==> config.mk <==
export PLATFORM = sky130hd
export DESIGN_NAME = sat_accumulator_flat
export DESIGN_NICKNAME = d
export VERILOG_FILES = /design/src/rtl/sat_accumulator_if.sv /design/src/rtl/sat_accumulator.sv /design/src/flat_wrapper.sv
export SDC_FILE = /design/constraint.sdc
export NUM_CORES = 1
export LEC_CHECK = 0
export CAP_MARGIN = 20
export CORE_AREA = 5 5 62 64
export DETAILED_ROUTE_END_ITERATION = 8
export DIE_AREA = 0 0 67 69
export PLACE_DENSITY_LB_ADDON = 0.25
export SLEW_MARGIN = 20
export SYNTH_ARGS = -nofsm -noshare
export SYNTH_HDL_FRONTEND = slang
export SYNTH_SLANG_ARGS = --single-unit
==> constraint.sdc <==
create_clock -name clk -period 2.3 [get_ports clk]
set_input_delay 0.46 -clock clk [delete_from_list [all_inputs] [get_ports clk]]
set_output_delay 0.46 -clock clk [all_outputs]
set_load 0.1 [all_outputs]
==> src/rtl/sat_accumulator_if.sv <==
// sat_accumulator_if: sample-in / result-out handshake bundle for sat_accumulator
interface sat_accumulator_if #(
  parameter int DATA_W = 4,
  parameter int ACC_W  = 8
);
  logic              in_valid;
  logic              in_ready;
  logic [DATA_W-1:0] in_data;
  logic              out_valid;
  logic              out_ready;
  logic [ACC_W-1:0]  out_data;
  logic              out_ovf;
  logic              ovf_sticky;
  modport master (
    output in_valid, in_data, out_ready,
    input  in_ready, out_valid, out_data, out_ovf, ovf_sticky
  );
  modport slave (
    input  in_valid, in_data, out_ready,
    output in_ready, out_valid, out_data, out_ovf, ovf_sticky
  );
endinterface

==> src/rtl/sat_accumulator.sv <==
// sat_accumulator: BURST-sample accumulator with overflow flags; define SAT_ACCUM_SATURATE_EN to clamp instead of wrap
module sat_accumulator #(
  parameter int DATA_W = 4,
  parameter int ACC_W  = 8,
  parameter int BURST  = 4
) (
  input logic              clk,
  input logic              rst_n,
  input logic              clear,
  sat_accumulator_if.slave bus
);
  localparam int CW = $clog2(BURST + 1);
  typedef enum logic [1:0] {IDLE = 2'd0, ACCUM = 2'd1, HOLD = 2'd2} state_t;
  state_t           state, state_d;
  logic [ACC_W-1:0] acc, acc_d;
  logic [CW-1:0]    cnt, cnt_d;
  logic             ovf, ovf_d, sticky, sticky_d;
  logic [ACC_W:0]   sum;
  logic             accept, deliver;
  assign bus.in_ready   = (state != HOLD) && !clear;
  assign bus.out_valid  = state == HOLD;
  assign bus.out_data   = acc;
  assign bus.out_ovf    = ovf;
  assign bus.ovf_sticky = sticky;
  assign accept  = bus.in_valid && bus.in_ready;
  assign deliver = bus.out_valid && bus.out_ready;
  assign sum     = {1'b0, acc} + (ACC_W + 1)'(bus.in_data);
  always_comb begin
    state_d  = state;
    acc_d    = acc;
    cnt_d    = cnt;
    ovf_d    = ovf;
    sticky_d = sticky;
    if (clear) begin
      state_d  = IDLE;
      acc_d    = '0;
      cnt_d    = '0;
      ovf_d    = 1'b0;
      sticky_d = 1'b0;
    end else begin
      case (state)
        IDLE: if (accept) begin
          acc_d   = ACC_W'(bus.in_data);
          cnt_d   = CW'(1);
          ovf_d   = 1'b0;
          state_d = (BURST == 1) ? HOLD : ACCUM;
        end
        ACCUM: if (accept) begin
          cnt_d    = cnt + 1'b1;
`ifdef SAT_ACCUM_SATURATE_EN
          acc_d    = sum[ACC_W] ? '1 : sum[ACC_W-1:0];
`else
          acc_d    = sum[ACC_W-1:0];
`endif
          ovf_d    = ovf | sum[ACC_W];
          sticky_d = sticky | sum[ACC_W];
          state_d  = (cnt_d == CW'(BURST)) ? HOLD : ACCUM;
        end
        HOLD: if (deliver) begin
          state_d = IDLE;
          acc_d   = '0;
          cnt_d   = '0;
        end
        default: begin
          state_d = IDLE;
          acc_d   = '0;
          cnt_d   = '0;
        end
      endcase
    end
  end
  always_ff @(posedge clk or negedge rst_n) begin
    if (!rst_n) begin
      state  <= IDLE;
      acc    <= '0;
      cnt    <= '0;
      ovf    <= 1'b0;
      sticky <= 1'b0;
    end else begin
      state  <= state_d;
      acc    <= acc_d;
      cnt    <= cnt_d;
      ovf    <= ovf_d;
      sticky <= sticky_d;
    end
  end
endmodule

==> src/flat_wrapper.sv <==
// flat-port wrapper written by rule: the top's interface ports become plain ports
module sat_accumulator_flat 
#(
  parameter int DATA_W = 4,
  parameter int ACC_W  = 8,
  parameter int BURST  = 4
)
  (clk, rst_n, clear, bus_in_valid, bus_in_data, bus_out_ready, bus_in_ready, bus_out_valid, bus_out_data, bus_out_ovf, bus_ovf_sticky);
  sat_accumulator_if #(.DATA_W(DATA_W), .ACC_W(ACC_W)) bus_i ();
  input logic clk;
  input logic rst_n;
  input logic clear;
  input wire logic [$bits(bus_i.in_valid)-1:0] bus_in_valid;
  input wire logic [$bits(bus_i.in_data)-1:0] bus_in_data;
  input wire logic [$bits(bus_i.out_ready)-1:0] bus_out_ready;
  output wire logic [$bits(bus_i.in_ready)-1:0] bus_in_ready;
  output wire logic [$bits(bus_i.out_valid)-1:0] bus_out_valid;
  output wire logic [$bits(bus_i.out_data)-1:0] bus_out_data;
  output wire logic [$bits(bus_i.out_ovf)-1:0] bus_out_ovf;
  output wire logic [$bits(bus_i.ovf_sticky)-1:0] bus_ovf_sticky;
  assign bus_i.in_valid = bus_in_valid;
  assign bus_i.in_data = bus_in_data;
  assign bus_i.out_ready = bus_out_ready;
  assign bus_in_ready = bus_i.in_ready;
  assign bus_out_valid = bus_i.out_valid;
  assign bus_out_data = bus_i.out_data;
  assign bus_out_ovf = bus_i.out_ovf;
  assign bus_ovf_sticky = bus_i.ovf_sticky;
  sat_accumulator #(.DATA_W(DATA_W), .ACC_W(ACC_W), .BURST(BURST)) u_core (.clk(clk), .rst_n(rst_n), .clear(clear), .bus(bus_i));
endmodule
==> After elaboration in Yosys (flattened, before gate mapping) <==
Index checks and enable logic that the tools add are counted.
{ "word_totals": {"latchBits": 0, "ram_bits": 0, "out_inout_bits": 12, "mem_count": 0, "rom_bits": 0, "reg_bits": 15} }
{ "op_classes": {"shifts": 0, "muxes": 23, "div": 0, "bitwise_logic": 2, "n_reduce_logical": 11, "eq_ne": 7, "multipliers": 0, "add_sub_neg": 2, "magnitude_cmp": 0} }
{ "op_table": {"columns": ["operator", "n"], "rows": [
  ["$mux 8", 4],
  ["$pmux 8 s3", 1],
  ["$mux 3", 4],
  ["$mux 2", 5],
  ["$add 8x4->9", 1],
  ["$pmux 3 s3", 1],
  ["$mux 1", 6],
  ["$ne 3x2->1 const B", 2],
  ["$pmux 2 s3", 1],
  ["$reduce_and 3->1", 2],
  ["$reduce_bool 2->1", 2],
  ["$add 3x1->3 const B", 1],
  ["$eq 3x3->1 const B", 1],
  ["$logic_and 1x1->1", 3],
  ["$ne 3x3->1 const B", 1],
  ["$reduce_bool 3->1", 1],
  ["$eq 2x1->1 const B", 1],
  ["$eq 2x2->1 const B", 1],
  ["$logic_not 2->1", 1],
  ["$ne 2x2->1 const B", 1],
  ["$or 1x1->1", 2],
  ["$pmux 1 s2", 1],
  ["$reduce_and 2->1", 1],
  ["$logic_not 1->1", 1]
]} }

==> Depth between registers and ports, before layout <==
{ "logic_depth": {"ltp_word": 6, "depth_mapped": 6, "ltp_nobuf": 6} }

==> Worst setup path before layout <==
No wires, ideal clock.
{ "synth_path": {"path_type": "register -> output", "start": "register u_core.state[0]", "end": "output bus_in_ready", "arrival_time_ns": 2.852, "path_slack_ns": -1.012, "path_buffers": 1, "stages_incl_launch_ff": 4, "path_cell_list": "dfrtp_1 buf_2 nor2b_1 nor2_1"} }
{ "synth_via": {"elab_chain_len": 2} }
{ "synth_rtl": {"columns": ["item", "line_no", "rtl"], "rows": [
  ["from (decl)", "sat_accumulator.sv:14", "state_t state, state_d;"],
  ["from (signal assigned)", "sat_accumulator.sv:80", "state <= state_d;"],
  ["$ne 2x2->1", "sat_accumulator.sv:20", "assign bus.in_ready = (state != HOLD) && !clear;"],
  ["$logic_and 1x1->1", "sat_accumulator.sv:20", null],
  ["to (decl)", "flat_wrapper.sv:16", "output wire logic [$bits(bus_i.in_ready)-1:0] bus_in_ready;"]
]} }
No other way between the ends.

==> Worst setup path after layout <==
{ "layout_path": {"start": "input bus_in_data[0]", "end": "register u_core.ovf, in the netlist u_core.bus.out_ovf"} }
{ "layout_via": {"elab_chain_len": 5} }
{ "layout_rtl": {"columns": ["item", "line_no", "rtl"], "rows": [
  ["from (decl)", "flat_wrapper.sv:14", "input wire logic [$bits(bus_i.in_data)-1:0] bus_in_data;"],
  ["$add 8x4->9", "sat_accumulator.sv:27", "assign sum = {1'b0, acc} + (ACC_W + 1)'(bus.in_data);"],
  ["$or 1x1->1", "sat_accumulator.sv:55", "ovf_d = ovf | sum[ACC_W];"],
  ["$mux 1", "sat_accumulator.sv:48", "ACCUM: if (accept) begin"],
  ["$pmux 1 s2", "sat_accumulator.sv:41", "case (state)"],
  ["$mux 1", "sat_accumulator.sv:34", "if (clear) begin"],
  ["to (signal assigned)", "sat_accumulator.sv:83", "ovf <= ovf_d;"],
  ["to (decl)", "sat_accumulator.sv:17", "logic ovf, ovf_d, sticky, sticky_d;"]
]} }
No other way between the ends. The select of a mux whose other input is x is not followed.
A chain may end at the register's enable or synchronous reset.

==> impl_metrics.yaml <==
outcome:
  status: "finished, final reports clean"
place:
  pre_cts_ws_ns: -0.124
  io_buffers: 20
  place_congestion: 0.747
  place_hpwl_um: 1770
pwr:
  power_frac_seq_pct: 43.9
  pwr-share-clk_pct: 22.5
  p_sw_share_pct: 36.0
  p_sw_mw: 0.240
  power.internal_mw: 0.428
  p_leak_nw: 0.586
  pwr-share-comb_pct: 33.6
  peakVddDrop_v: 0.000220
  fin_total_pwr_mw: 0.668
  p_per_area_nw_per_um2: 526
clock_network:
  htreeDepth: 1
  clockRootBuffer: "clkbuf_4"
  postCtsSetupBuffers: 0
  cts_tree: "built"
  post_cts_resized: 0
  clk_path_buf_depth: 2
  insertion_delay_ns: 0.28
  cts_hold_buf: 0
  clock_sinks: 15
  numCtsBuffers: 3
  clk_pin_slew_ns: 0.09
timing:
  layout_setup_ws_ns: 0.163
  rsz0062_at_grt: "no"
  hold_violations: 0
  min_period_ns: 2.14
  maxSlewHeadroom_pct: 74.9
  fmax_ghz: 0.468
  timing.final.crit_share_pct: 92.9
  worst_slew_pin_slew_ns: 0.375
  final_max_slew_viol_count: 0
  fin_skew_ns: 0.00414
  setup_viol: 0
synthesis:
  syn-num-nets: 113
  syn_avg_cell_area_um2: 9.65
  yosys.area.top_type_share_pct: 40.1
  ys_top_cells_by_area: "dfrtp_1 (40%), ha_1 (8.0%), nand2_1 (4.8%), o31ai_1 (3.2%), a21oi_1 (2.7%)"
  synth-edff-count: 0
  synth.distinct_cells: 37
  seq_area_frac_synth_pct: 40.1
  ys_ff_latch: 15
  syn_inst: 97
  synth_area_um2: 936
  synth_top_cell_by_area: "dfrtp_1"
  ys_warn_count: 0
  synth_ff_type: "dfrtp_1"
  ys_async_sr_fraction_pct: 100
final_layout:
  nets: 143
  antenna_cells: 0
  drive_gt1_share_pct: 26.2
  syn2layout_area_growth_pct: 35.6
route:
  antenna_left: 0
  vias: 817
  vias_per_cell: 4.75
  first_pass_iters: 4
  first_iter_violations: 44
  wl_per_cell_um: 13.1
  wl_um: 2250
  drc_errors: 0
floorplan:
  pin_count: 21
  die_height_um: 69
  dieArea_um2: 4620
  rows: 21
  die_x_um: 67
  start_util_pct: 29.0
  core-area_um2: 3230
worst_setup_path:
  cp-start-kind: "input pin"
  cp_max_fo: 3
  cp.arrival_ns: 2.33
  path_class: "in -> reg"
  worstPathRequired_ns: 2.49
  endpoint_kind: "flop"
global_routing:
  grt_pass1_wl_um: 4060
  gr-total-overflow: 0
  antenna_found_initial: 0
  grt_pass1_vias: 880
  grt_max_degree: 19
  grtUsageTotal_pct: 11.0
job:
  cap_violations: 0
min_path:
  hp-class: "in -> async"
area by class of cell:
type | count | area (µm²)
Sequential cell | 15 | 379
Multi-Input combinational cell | 75 | 536
Timing Repair Buffer | 28 | 255
Fill cell | 343 | 1960
Inverter | 4 | 15.0
Tap cell | 46 | 57.6
Clock buffer | 4 | 26.3
metal layers:
metal  up-vias  global-route usage, %  share of wire, %
met5         -                      0                 0
met3         2                   1.14               2.9
li1        418                      -                 -
met1       386                   14.4                45
met2        11                   17.7                50
met4         0                   5.41               1.6
registers in the layout, indices dropped and copies added, names as in the netlist:
register and count:
u_core.bus.ovf_sticky 1, u_core.state 2, u_core.cnt 3, u_core.bus.out_ovf 1, u_core.bus.out_data 8
critical path: stages:
cell and delay, ns:
clkdlybuf4s50_1 0.48, ha_1 0.20, fa_1 0.21, a21o_1 0.12, a21oi_1 0.07, or4_4 0.52, a221oi_2 0.26
cell usage after synthesis, types with 2 or more instances:
cell,instances
a211oi_1,3
nand3_1,3
inv_1,4
a21oi_1,5
a211o_1,2
nor2_1,4
a21o_1,3
o31ai_1,4
buf_2,3
nor2b_1,3
dfrtp_1,15
ha_1,6
o21ai_0,5
mux2i_1,2
nor4b_1,2
nand2_1,12
per-stage QoR:
| stage | hold slack [ns] | instance area [µm²] | utilization (%) | setup TNS, ns | instances |
|---|---|---|---|---|---|
| floorplan | 0.164 | 945 | - | 0 | 97 |
| global placement | 0.486 | 1240 | 38.4 | -0.129 | 168 |
| detailed placement | 0.502 | 1240 | 38.4 | -0.196 | 168 |
| CTS | 0.461 | 1270 | 39.3 | 0 | 172 |
| global route | 0.478 | 1270 | 39.3 | 0 | 172 |
| finish | 0.455 | 1270 | 39.3 | 0 | 172 |
cell usage in the layout (no fill, tap or decap), types with 2 or more instances in the layout:
master / count
a211o_1: 2
o31ai_1: 4
buf_4: 18
o21ai_0: 5
a21oi_1: 5
nand3_1: 3
ha_1: 6
buf_12: 2
clkbuf_4: 3
mux2i_1: 2
inv_1: 4
nand2_1: 12
nor2b_1: 2
dfrtp_1: 12
a21o_1: 3
clkdlybuf4s50_1: 8
nor2_1: 3
dfrtp_2: 3
nor4b_1: 2
a211oi_1: 3
path summary, 6_finish.rpt:
| kind | start | to | slack [ns] | depth (start not counted) |
|---|---|---|---|---|
| min in group clk | u_core.bus.out_data[0]$_DFFE_PN0P_ | u_core.bus.out_data[0]$_DFFE_PN0P_ | 0.52 | 2 |
| worst min-delay path | rst_n | u_core.cnt[0]$_DFFE_PN0P_ | 0.45 | 1 |
| max in group asynchronous | rst_n | u_core.bus.out_data[3]$_DFFE_PN0P_ | 1.39 | 2 |
| worst max register to register | u_core.bus.out_data[0]$_DFFE_PN0P_ | u_core.bus.out_data[4]$_DFFE_PN0P_ | 0.45 | 7 |
| worst min register to register | u_core.bus.out_data[0]$_DFFE_PN0P_ | u_core.bus.out_data[0]$_DFFE_PN0P_ | 0.52 | 2 |
| worst max-delay path | bus_in_data[0] | u_core.bus.out_ovf$_DFFE_PN0P_ | 0.16 | 7 |
power by group through the flow:
stage | Clock (mW) | Sequential [mW] | Combinational (mW)
after floorplan | 0 | 0.357 | 0.0870
after global placement | 0 | 0.298 | 0.223
after detailed placement | 0 | 0.299 | 0.226
after CTS | 0.159 | 0.294 | 0.227
after global routing | 0.169 | 0.296 | 0.245
final | 0.150 | 0.293 | 0.224
cells by family (layout without fill, tap and decap cells):
| logic type | count (synthesis) | count (layout) | synth area share (%) |
|---|---|---|---|
| AND/OR/NAND/NOR | 34 | 34 | 20.1 |
| buffers and inverters | 7 | 36 | 3.21 |
| flip-flops | 15 | 15 | 40.1 |
| XOR/XNOR | 2 | 2 | 1.87 |
| multiplexers | 2 | 2 | 2.14 |
| AO/OA/AOI/OAI | 30 | 30 | 22.5 |
| adder cells (fa/ha/maj) | 7 | 7 | 10.2 |
Note: power is estimated with default switching activity, not from simulation.
==> edit 1: new RTL, config.mk and constraints unchanged <==
The 3 states of `state_t` get a one-hot encoding in 3 bits.
--- a/src/rtl/sat_accumulator.sv
+++ b/src/rtl/sat_accumulator.sv
@@ -12,3 +12,3 @@
   localparam int CW = $clog2(BURST + 1);
-  typedef enum logic [1:0] {IDLE = 2'd0, ACCUM = 2'd1, HOLD = 2'd2} state_t;
+  typedef enum logic [2:0] {IDLE = 3'b001, ACCUM = 3'b010, HOLD = 3'b100} state_t;
   state_t           state, state_d;
Check against the original RTL: same outputs for any inputs over 10 cycles, from zero or initial values and one cycle with rst_n low; not proved beyond that.
==> edit 1 against the original RTL <==
Sequential cell count increased by 1. Area after synthesis grew 16%. Worst hold slack worse by 0.0053 ns. Synthesized cell count is 8.2% higher. Final area increased by 9.8%. Power is 1.1% lower. Clock power up 7%. Routed wire length is 16% higher. Worst setup slack gained 0.13 ns. Critical path depth unchanged. Sequential share of layout area decreased by 0.95 points. Cell count grew 2.9%. Non-clock buffer count decreased by 1. Largest power group unchanged. Highest routed layer unchanged.
==> edit 1: results (changes against the original RTL) <==
* Ratio of cells with drive above 1 in the final layout at 29.8% (+3.6 points)
* Worst EP arrival at 2.18 ns (-0.15 ns)
* # fillers at 324 (-5.5%)
* Worst R2R Setup Slack at 0.34 ns (-0.11 ns)
* R2R cell count at 4 (-3)
* Top cells by area, synth: dfrtp_1, ha_1, a21oi_1
* Peak VDD IR at 282 uV (+28%)
* Syn_nets at 121 (+7.1%)
* Dpl cells at 173 (+3.0%)
* Share of the yosys chip area belonging to registers at 36.9% (-3.3 points)
* First-pass GRT wire length at 4760 microns (+17%)
* Final HPWL DP at 1990 microns (+12%)
* Commonest cells post-synth: dfrtp_1, a21oi_1, ha_1, nor2_1
* Final wirelength at 2610 microns (+16%)
* P_leak at 0.664 nW (+13%)
* Vias in the first global route at 960 (+9.1%)
* Slew margin rel. at 73.3% (-1.7 points)
* All-layer global routing usage at 13.0% (+2.0 points)
* WL/cell at 14.8 microns (+13%)
* Routability cong. at 0.833 (+12%)
* Critical R2R Launch: u_core.state[0]
* Worst path top cell family by delay: adder cells
* Initial DRC count at 50 (+14%)
* DRT Pass-1 Iters at 5 (+1)
* Largest net degree at the start of global routing at 13 (-6)
* Reg2reg end: u_core.cnt[2]
* Synth cell types at 44 (+19%)
* Status: completed
* Final net count at 148 (+3.5%)
edit 1: changes by cell type in the layout (fill, tap and decap cells not counted), moves of 3 or more:
cell / change
nand2_1: -7
a21oi_1: +6
o31ai_1: -4
or4b_4: +3
edit 1: cells by family after synthesis:
family                     count (synthesis)  synth area share [%]
muxes                                      1                 0.919
buffers and inverters                     10                  5.74
and+or+nand+nor                           34                  22.4
xor gates and xnor gates                   2                  1.61
DFF                                       16                  36.9
AOI/OAI and AO/OA                         35                  23.8
adders and majority gates                  7                  8.73
edit 1: through the flow:
step,hold WS (ns),setup slack (ns),area [sq um],utilization (%),total power [mW]
finish,0.449,0.295,1390,43.1,0.661
global route,0.460,0.198,1390,43.1,0.695
CTS,0.466,0.311,1390,43.1,0.666
detailed placement,0.518,0.00138,1370,42.3,0.505
global placement,0.508,0.0492,1370,42.3,0.500
floorplan,0.164,0.0142,1100,-,0.443
edit 1: metal layers:
metal / part of all wire, % / vias to the layer above / track usage [%]
li1: - / 449 / -
met1: 49 / 463 / 18.5
met2: 46 / 19 / 19.4
met3: 3.6 / 2 / 2.11
met4: 0.80 / 0 / 4.73
met5: 0 / - / 0
edit 1: cell type report:
cell class / count / area [sq um] / area share (%)
Clock buffer: 4 / 26.3 / 1.89
Inverter: 5 / 18.8 / 1.35
Multi-Input combinational cell: 79 / 639 / 45.9
Sequential cell: 16 / 403 / 28.9
Tap cell: 46 / 57.6 / 4.13
Timing Repair Buffer: 27 / 248 / 17.8
edit 1: report_power, final:
part,total (mW),leakage [nW],internal (mW),switching [mW]
combinational,0.186,0.434,0.0723,0.114
clock,0.161,0.0150,0.0673,0.0940
sequential,0.313,0.215,0.293,0.0200
total,0.661,0.664,0.433,0.228
==> edit 2: new RTL, same flow settings <==
Made on the original files. `ACC_W` is set to 8 in 3 places; all go to 12.
--- a/src/rtl/sat_accumulator_if.sv
+++ b/src/rtl/sat_accumulator_if.sv
@@ -3,3 +3,3 @@
   parameter int DATA_W = 4,
-  parameter int ACC_W  = 8
+  parameter int ACC_W  = 12
 );
--- a/src/rtl/sat_accumulator.sv
+++ b/src/rtl/sat_accumulator.sv
@@ -3,3 +3,3 @@
   parameter int DATA_W = 4,
-  parameter int ACC_W  = 8,
+  parameter int ACC_W  = 12,
   parameter int BURST  = 4
--- a/src/flat_wrapper.sv
+++ b/src/flat_wrapper.sv
@@ -4,3 +4,3 @@
   parameter int DATA_W = 4,
-  parameter int ACC_W  = 8,
+  parameter int ACC_W  = 12,
   parameter int BURST  = 4
Ports: changed (resized bus_out_data); port bits go from 21 to 25. No check against the original RTL was run, so the function may have changed too.
==> edit 2 against the original RTL <==
Sequential cell count up 4. Final area is 24% higher. Area after synthesis up 23%. Power is 12% higher. Non-clock buffer count up 14. Largest cell class unchanged. Largest power group unchanged. Worst setup slack gained 0.12 ns. Routed wire length is 22% higher. Via count up 28%.
==> edit 2: results (changes against the original RTL) <==
* All-layer global routing usage at 13.6% (+2.6 points)
* CTS clock-pin slew for the worst setup and hold paths at 0.12 ns (+0.03 ns)
* Max reg flops at 12 (+4)
* Share of the yosys chip area belonging to registers at 41.2% (+1.1 points)
* Post-Place Worst Slack at -0.0233 ns (+0.101 ns)
* Final net count at 177 (+24%)
* M3 GR Usage at 4.55% (+3.4 points)
* Met1 GRT Util at 17.2% (+2.7 points)
* First-pass GRT wire length at 4920 microns (+21%)
* Peak VDD IR at 280 uV (+27%)
* Commonest cells post-synth: dfrtp_1, a21oi_1, nand2_1
* Final HPWL DP at 2120 microns (+19%)
* Met2 Use GR at 21.6% (+3.9 points)
* Initial DRC count at 54 (+23%)
* Ratio of cells with drive above 1 in the final layout at 26.9% (+0.68 points)
* Syn_nets at 136 (+20%)
* Via density at 5.06 (+6.6%)
* CP max stage delay at 0.48 ns (-0.04 ns)
* Top cells by area, synth: dfrtp_1, ha_1, a21oi_1
* Largest net degree at the start of global routing at 20 (+1)
* WL/cell at 13.3 microns (+1.9%)
* Slowest CP cell: clkdlybuf4s50_1
* Syn Inst Count at 120 (+24%)
* P_leak at 0.742 nW (+27%)
* Number of port buffers at 24 (+20%)
* Final cell count without fillers at 206 (+20%)
* Status: completed
* Dpl cells at 202 (+20%)
* Dpl cell area at 1540 sq um (+24%)
* Routability cong. at 0.804 (+7.7%)
* Clock Skews at 0.00336 ns (-0.000779 ns)
[edit 2: path summary, 6_finish.rpt]
path | startpoint | end | slack (ns) | cells past startpoint
worst max-delay path | bus_in_data[0] | u_core.bus.out_data[6] | 0.28 | 7
worst min-delay path | rst_n | u_core.bus.out_data[3] | 0.47 | 2
worst max register to register | u_core.state[0] | u_core.bus.out_data[5] | 0.39 | 4
worst min register to register | u_core.bus.ovf_sticky | u_core.bus.ovf_sticky | 0.52 | 2
max in group asynchronous | rst_n | u_core.bus.out_data[0] | 1.61 | 2
min in group clk | u_core.bus.ovf_sticky | u_core.bus.ovf_sticky | 0.52 | 2
[edit 2: power by group through the flow]
stage,Clock [mW],Combinational (mW),Sequential [mW]
finish,0.177,0.210,0.359
global route,0.206,0.227,0.362
CTS,0.187,0.212,0.359
detailed placement,0,0.210,0.366
global placement,0,0.207,0.365
floorplan,0,0.0802,0.414
[edit 2: cell families (layout without fill, tap and decap cells)]
group / after synthesis / count (layout) / synth area share, %
buffers and inverters: 10 / 50 / 4.23
DFF: 19 / 19 / 41.2
adders and majority gates: 7 / 7 / 8.24
and+or+nand+nor: 45 / 45 / 23.1
xor gates and xnor gates: 3 / 3 / 2.28
AOI/OAI and AO/OA: 36 / 36 / 20.9
[edit 2: routing by layer]
layer  vias up  part of all wire (%)
met2        25                    48
met1       485                    45
met4         0                  0.84
met5         -                     0
li1        531                     -
met3         2                   6.4
[edit 2: area by class of cell]
class | instances | area [sq um] | share of cell area, %
clock buffer | 3 | 22.5 | 1.43
clock inverter | 1 | 5.00 | 0.318
inverter | 4 | 15.0 | 0.955
multi-input combinational | 91 | 634 | 40.4
sequential | 19 | 477 | 30.3
tap | 46 | 57.6 | 3.66
timing repair buffer | 42 | 360 | 22.9
[edit 2: worst max-delay path, delay by kind of cell]
family | cells | cell delay (ns)
AO/OA/AOI/OAI | 1 | 0.15
adder cells (fa/ha/maj) | 2 | 0.39
buffers and inverters | 1 | 0.48
AND/OR/NAND/NOR | 3 | 0.78
